`src/rtl/vec_fmul_seq.sv`:
```
// Issue/collect sequencer for a lane's single-precision multiplier: issues one element pair per
// cycle to fpmul, captures each registered result a cycle later and packs the result vector.
module vec_fmul_seq #(
  parameter int unsigned VLEN = 8,
  parameter int unsigned DW   = 32,
  parameter int unsigned IW   = 3
) (
  input  logic                 clk,
  input  logic                 rst,
  input  logic                 start,
  input  logic [IW:0]          vl,
  input  logic [VLEN*DW-1:0]   va,
  input  logic [VLEN*DW-1:0]   vb,
  input  logic                 hold,
  output logic                 mul_en,
  output logic [DW-1:0]        mul_a,
  output logic [DW-1:0]        mul_b,
  input  logic [DW-1:0]        mul_z,
  output logic                 busy,
  output logic                 done,
  output logic [VLEN*DW-1:0]   res
);

  typedef enum logic [1:0] {StIdle, StIssue, StDrain, StDone} state_e;

  localparam logic [IW:0] VlMax = (IW+1)'(VLEN);

  state_e                state_q, state_d;
  logic [VLEN*DW-1:0]    va_q, vb_q, res_q;
  logic [IW:0]           vl_q;
  logic [IW-1:0]         idx_q;
  logic                  cap_v_q;
  logic [IW-1:0]         cap_idx_q;
  logic                  zf_q;
  logic                  sgn_q;

  logic [IW:0]           vl_eff;
  logic                  accept;
  logic                  issue;
  logic                  last;
  logic [DW-1:0]         cur_a, cur_b;

  assign vl_eff = (vl > VlMax) ? VlMax : vl;
  assign accept = (state_q == StIdle) && start;
  assign issue  = (state_q == StIssue) && !hold;
  assign last   = ({1'b0, idx_q} == (vl_q - (IW+1)'(1)));
  assign cur_a  = va_q[idx_q*DW +: DW];
  assign cur_b  = vb_q[idx_q*DW +: DW];

  // State register
  always_ff @(posedge clk or negedge rst) begin
    if (!rst) begin
      state_q <= StIdle;
    end else begin
      state_q <= state_d;
    end
  end

  // Next-state logic
  always_comb begin
    state_d = state_q;
    unique case (state_q)
      StIdle: begin
        if (start) state_d = (vl_eff == '0) ? StDone : StIssue;
      end
      StIssue: begin
        if (issue && last) state_d = StDrain;
      end
      StDrain: state_d = StDone;
      StDone:  state_d = StIdle;
      default: state_d = StIdle;
    endcase
  end

  // Outputs
  always_comb begin
    mul_en = issue;
    mul_a  = '0;
    mul_b  = '0;
    if (state_q == StIssue) begin
      mul_a = cur_a;
      mul_b = cur_b;
    end
    busy = (state_q == StIssue) || (state_q == StDrain);
    done = (state_q == StDone);
  end

  // Operand latch, issue index and capture pipeline
  always_ff @(posedge clk or negedge rst) begin
    if (!rst) begin
      va_q      <= '0;
      vb_q      <= '0;
      vl_q      <= '0;
      idx_q     <= '0;
      cap_v_q   <= 1'b0;
      cap_idx_q <= '0;
      zf_q      <= 1'b0;
      sgn_q     <= 1'b0;
      res_q     <= '0;
    end else begin
      cap_v_q <= issue;
      if (issue) begin
        idx_q     <= idx_q + 1'b1;
        cap_idx_q <= idx_q;
        zf_q      <= (cur_a[DW-2:DW-9] == '0) || (cur_b[DW-2:DW-9] == '0);
        sgn_q     <= cur_a[DW-1] ^ cur_b[DW-1];
      end
      // fpmul has no zero path, so zero-exponent operands bypass it with a signed zero
      if (cap_v_q) begin
        res_q[cap_idx_q*DW +: DW] <= zf_q ? {sgn_q, {(DW-1){1'b0}}} : mul_z;
      end
      if (accept) begin
        va_q  <= va;
        vb_q  <= vb;
        vl_q  <= vl_eff;
        idx_q <= '0;
        res_q <= '0;
      end
    end
  end

  assign res = res_q;

endmodule

```
`config.mk`:
```
export PLATFORM = sky130hd
export DESIGN_NAME = vec_fmul_seq
export DESIGN_NICKNAME = d
export VERILOG_FILES = /design/src/rtl/vec_fmul_seq.sv
export SDC_FILE = /design/constraint.sdc
export NUM_CORES = 2
export LEC_CHECK = 0
export CORE_AREA = 4 4 342 344
export DETAILED_ROUTE_END_ITERATION = 6
export DIE_AREA = 0 0 346 348
export GPL_TIMING_DRIVEN = 0
export PLACE_DENSITY_LB_ADDON = 0.1
export SLEW_MARGIN = 0
export SYNTH_ARGS = -nofsm -noshare
export SYNTH_HDL_FRONTEND = slang
export SYNTH_SLANG_ARGS = --single-unit
```
`constraint.sdc`:
```
create_clock -name clk -period 6.6 [get_ports clk]
set_input_delay 0.99 -clock clk [delete_from_list [all_inputs] [get_ports clk]]
set_output_delay 0.99 -clock clk [all_outputs]
set_load 0.02 [all_outputs]
```
======== Yosys cells after proc, flatten, opt, wreduce, memory -nomap -nowiden ========
Index checks and enable logic that the tools add are counted.
W data, S select, Z words.
operators by class
  $add $sub $neg .......................... 3
  multipliers ............................. 0
  div/mod/pow operators ................... 0
  $lt $le $gt $ge ......................... 1
  equal/unequal tests ..................... 6
  shift operators ......................... 4
  multiplexer cells ....................... 13
  bitwise gates (word level) .............. 1
  reduce and logical (&&, ||, !) cells .... 13
operators with widths
  cell                         number
  $mux W256                    2
  $shiftx A256 B9 Y32          2
  $bwmux W256                  1
  $shift A32 B34 Y256 const A  1
  $shiftx A32 B34 Y256         1
  $mux W32                     3
  $neg A8 Y34                  1
  $logic_not A8 Y1             2
  $pmux W2 S4                  1
  $mux W2                      3
  $mux W3                      2
  $eq A2 B2 Y1 const B         2
  $eq A3 B4 Y1                 1
  $gt A4 B4 Y1 const B         1
  $logic_not A4 Y1             1
  $mux W4                      1
  $ne A2 B2 Y1 const B         2
  $reduce_bool A2 Y1           2
  $sub A4 B1 Y4 const B        1
  $add A3 B1 Y3 const B        1
  $logic_and A1 B1 Y1          3
  $eq A2 B1 Y1 const B         1
  $logic_not A2 Y1             1
  $logic_or A1 B1 Y1           2
  other kinds (3)              3
storage, ports and cells
  flip-flop bits (word level) ............. 783
  latch bits .............................. 0
  memory bits (writable) .................. 0
  memory bits (read-only) ................. 0
  output and inout bits ................... 323
  word-level logic and storage cells ...... 51
  memories kept ........................... 0

======== Depth between registers and ports, before layout ========
  word-level depth ........................ 6
  gate-level depth with buffers ........... 9
  gate-level depth less buffers ........... 8

======== Least setup slack after synthesis ========
Ideal clock, no wire load.
  kind .................................... register -> output
  start ................................... reg idx_q[0]
  end ..................................... out mul_a[0]
  data arrival time ....................... 1913 ps
  path slack .............................. 3697 ps
  cell stages (with the launch flop) ...... 8
  buffers on the path ..................... 4
  cells stage by stage .................... dfrtp_1 -> buf_6 -> buf_6 -> buf_4 -> buf_2 -> mux4_2 -> mux2i_1 -> nor2_1
on the way
  cells in the longest elaborated chain, start to end .. 2
ends and longest elaborated chain
  what                    RTL line  RTL
  from (decl)             31        logic [IW-1:0] idx_q;
  from (signal assigned)  103       idx_q <= idx_q + 1'b1;
  $shiftx A256 B9 Y32     47        assign cur_a = va_q[idx_q*DW +: DW];
  $mux W32                80        if (state_q == StIssue) begin
  to (decl)               16        output logic [DW-1:0] mul_a,
Every way passes these cells.

======== Worst setup path in the final report ========
  start ................................... reg idx_q[1]
  end ..................................... out mul_a[0]
Same word-level chain as after synthesis.

==> summary.md <==
The final weighted congestion in routability-driven placement was 0.8246. The net count of the finished layout is 4975. The reg-to-reg critical path endpoint was va_q[207].

Summing over every cut layer, the via total after detailed routing is 28250. On the critical path, the stage with the largest delay is an instance of buf_1. The time the worst path needs with I/O delays and setup is 5.177 ns, and the total clock sinks is 783.

Nature of the critical path startpoint: a register. Measured against its own limit, the worst slew margin works out to 23.13%. The average cell area after synthesis works out to 9.633 um2.

The largest total area in the synthesized netlist belongs to dfrtp_1. The height of the die was 348 um; the met2 wire length was 73650 um. Setup repair after global routing left no endpoint under its margin. The tightest min-delay check is of the in2async type. The maximum fanout encountered on the critical timing path came out at 10.

The synthesized area was 33130 um2. Across the VDD grid, the largest voltage drop is 0.1918 mV. Across the run, the number of max-cap violations was 0. The signal on the critical path passes through clkbuf_1 > buf_2 > buf_2 > buf_1 > mux4_2 > mux2i_1 > nor2_1 > clkdlybuf4s50_1. The required time at the worst-slack endpoint is 5.61 ns, and the pin count of the biggest net entering global routing is 113. After detailed routing, the number of vias per cell comes to 4.687. Setup slack closes at 1.423 ns.

For the detailed-route wire length, the log shows 147300 um. TritonCTS built the clock tree. The top cell types in the final layout, fill and taps aside, are nand2_1 (1810), clkdlybuf4s50_1 (873), dfrtp_1 (783). The tools report the antenna violation net count after detailed routing as 0. The final cell area excluding filler cells is 46970 um2.

The library cell used most frequently in the layout, excluding fill and tap cells, is nand2_1. For the number of global-route vias before repair, the log shows 29287. The worst setup path is captured at an output pin. In the final timing run, aggregate negative setup slack is 0 ns. The top cell type's share of synthesized area was 59.14%; the total number of placement rows was 124. The highest routing layer actually used is met5. Buffers inserted during clock tree synthesis total 91. Clock-pin slew was measured on the worst setup and hold paths at 0.06 ns. Synthesis produced a netlist whose cell count is 3439.

Summing all placed instances gives a cell area of 43970 um2. The buffers plus inverters on the worst setup path is 5. The total area inside the core boundary comes to 113900 um2. Dividing the final minimum period by the clock period gives 78.44%.

Arrival time of the worst setup path: 4.19 ns. Detailed placement finished with a half-perimeter wire length of 114000 um. Die area: 120400 um2.

At the pin with the least slew margin, the transition time is 1.121 ns. The cell count of the worst reg-to-reg path is 9, and the buffer levels on the longest clock path is 3. The share of cells above drive strength 1 is 6.583%. Ranked by total cell area, the synthesized netlist is headed by dfrtp_1 (59%), nand2_1 (21%), mux4_2 (7.7%).

Once the clock tree was built, the resizer swapped 0 gates to a different size. Hold repair after CTS inserted 0 buffers. Before antenna repair, the detailed router went through 5 iterations.

Across all register-to-register paths, the minimum setup slack is 3.01 ns. For this run, design rule violations remaining after detail routing come to 0. The run gives 0 as the total count of hold-check failures in the final report. Number of synthesized flops with an enable pin: 0. Dividing the detail-routed wire length by the instance count gives 24.44 um. Once the clock tree was built, the setup fixing pass inserted 0 buffers. Across every metal layer, demand over resource in global routing totals 23.79%. For the met3 wirelength from detailed routing, the log shows 9351 um. Timing analysis after detailed placement gives a worst setup slack of 2.004 ns. For the share of the core filled with cells, the log shows 41.25%. The run finished with clean final reports. The cell sitting at the root of the clock tree is a clkbuf_16. The first global-routing pass estimated 209100 um of wire.

The share of synthesized area occupied by flip-flops and latches was 59.14%. For this run the aggregate overflow at the end of global routing stands at 0. For the number of antenna violations at the first check in global routing, the log shows 50. The primary flip-flop cell chosen by synthesis mapping is dfrtp_1. Based on the critical path, the design can be clocked at up to 0.1932 GHz. For the final database, setup skew stands at 0.02055 ns.

The most numerous cell type found on the critical path is buf_2. After synthesis, the netlist uses 35 different library cells. Delay of the slowest cell on the worst path: 0.77 ns.

The synthesis-stage register bit count is 783. The H-tree was split into 3 levels. Start of the worst register-to-register path: state_q[0].

The detailed router put a total of 60430 um of wire on met1. Number of nets produced by synthesis: 4001. Starting utilization of the core area: 29.09%. The clock reaches the later pin of the worst-skew pair after 0.67 ns.

For the number of design-rule violations left by the first detailed-router iteration, the log shows 1830. The run gives 0 as the final count of negative-setup-slack endpoints. Excluding fillers, the count of instances in the completed layout stands at 6027. Die boundary width: 346 um. The family of cells with the greatest summed delay on the critical path is buffers and inverters. The leakage dissipation was 21.54 nW; the fraction of registers with async set/reset was 100.0%. The number of input and output port buffers inserted was 874.

The worst setup path is of the reg2out kind. The synthesis-to-layout area growth was 41.78%; the max-slew violation count was 0. Power spread over the standard cell area amounts to 425.9 nW/um2.

For the total placed cells including tap cells, the log shows 5832. The I/O pin count was 875; the synthesis warning total was 0.
-- report_power, final --
| group | total (W) | leakage (nW) | internal, W | switching, W |
|---|---|---|---|---|
| Clock | 0.00499 | 1.45 | 0.00284 | 0.00214 |
| Sequential | 0.00733 | 10.1 | 0.00645 | 0.000889 |
| Combinational | 0.00768 | 9.97 | 0.00306 | 0.00462 |
| Total | 0.0200 | 21.5 | 0.0123 | 0.00765 |
-- state kept, by name, indices dropped and copies added, names as in the netlist, 2 cells and up --
signal,count
res,256
va_q,256
vb_q,256
vl_q,4
cap_idx_q,3
idx_q,3
state_q,2
-- through the flow --
step	hold slack, ns	power (W)
after floorplan	0.4373	0.01167
after global placement	0.4514	0.01515
after detailed placement	0.4570	0.01520
after CTS	0.2931	0.02027
after global routing	0.3356	0.02123
final	0.3023	0.02000
-- Yosys cell counts, types with 9 or more instances --
cell and number:
nand2_1 1810, dfrtp_1 783, o21ai_0 264, clkbuf_1 179, mux4_2 113, nor2_1 68, mux2i_1 67, nand2b_1 34
buf_2 12, mux4_1 11, ha_1 10, buf_1 9, buf_4 9
-- worst max-delay path by stage --
stage / startpoint / end / slack [ns] / depth (start not counted)
5_1_grt: idx_q[1] / mul_b[20] / 1.24 / 8
4_1_cts: idx_q[1] / mul_a[0] / 1.26 / 8
3_5_place_dp: idx_q[1] / mul_a[0] / 2.00 / 8
6_report: idx_q[1] / mul_a[0] / 1.42 / 8
3_3_place_gp: rst / vb_q[236] / -33.82 / 1
2_1_floorplan: idx_q[0] / mul_a[0] / 3.70 / 7
-- cell type report --
type / instances / area, um2
inverter: 10 / 37.54
buffer: 212 / 875.8
sequential: 783 / 19590
fill: 11545 / 66910
multi-input combinational: 2434 / 12620
clock inverter: 25 / 211.5
tap: 1512 / 1892
timing repair buffer: 881 / 8946
clock buffer: 136 / 2706
antenna: 34 / 85.08
-- logic make-up after synthesis --
| group | count (synthesis) | share of synthesized area, % |
|---|---|---|
| muxes | 199 | 10.85 |
| xor gates and xnor gates | 8 | 0.2115 |
| buffers and inverters | 222 | 2.757 |
| and+or+nand+nor | 1939 | 22.41 |
| AOI/OAI and AO/OA | 278 | 4.245 |
| DFF | 783 | 59.14 |
| adders and majority gates | 10 | 0.3777 |
-- routing by layer --
metal	vias up	GRT usage, %
li1	13028	-
met1	14135	29.74
met2	890	40.61
met3	175	5.401
met4	22	8.415
met5	-	0
No activity file was read; power rests on OpenSTA's default activity.
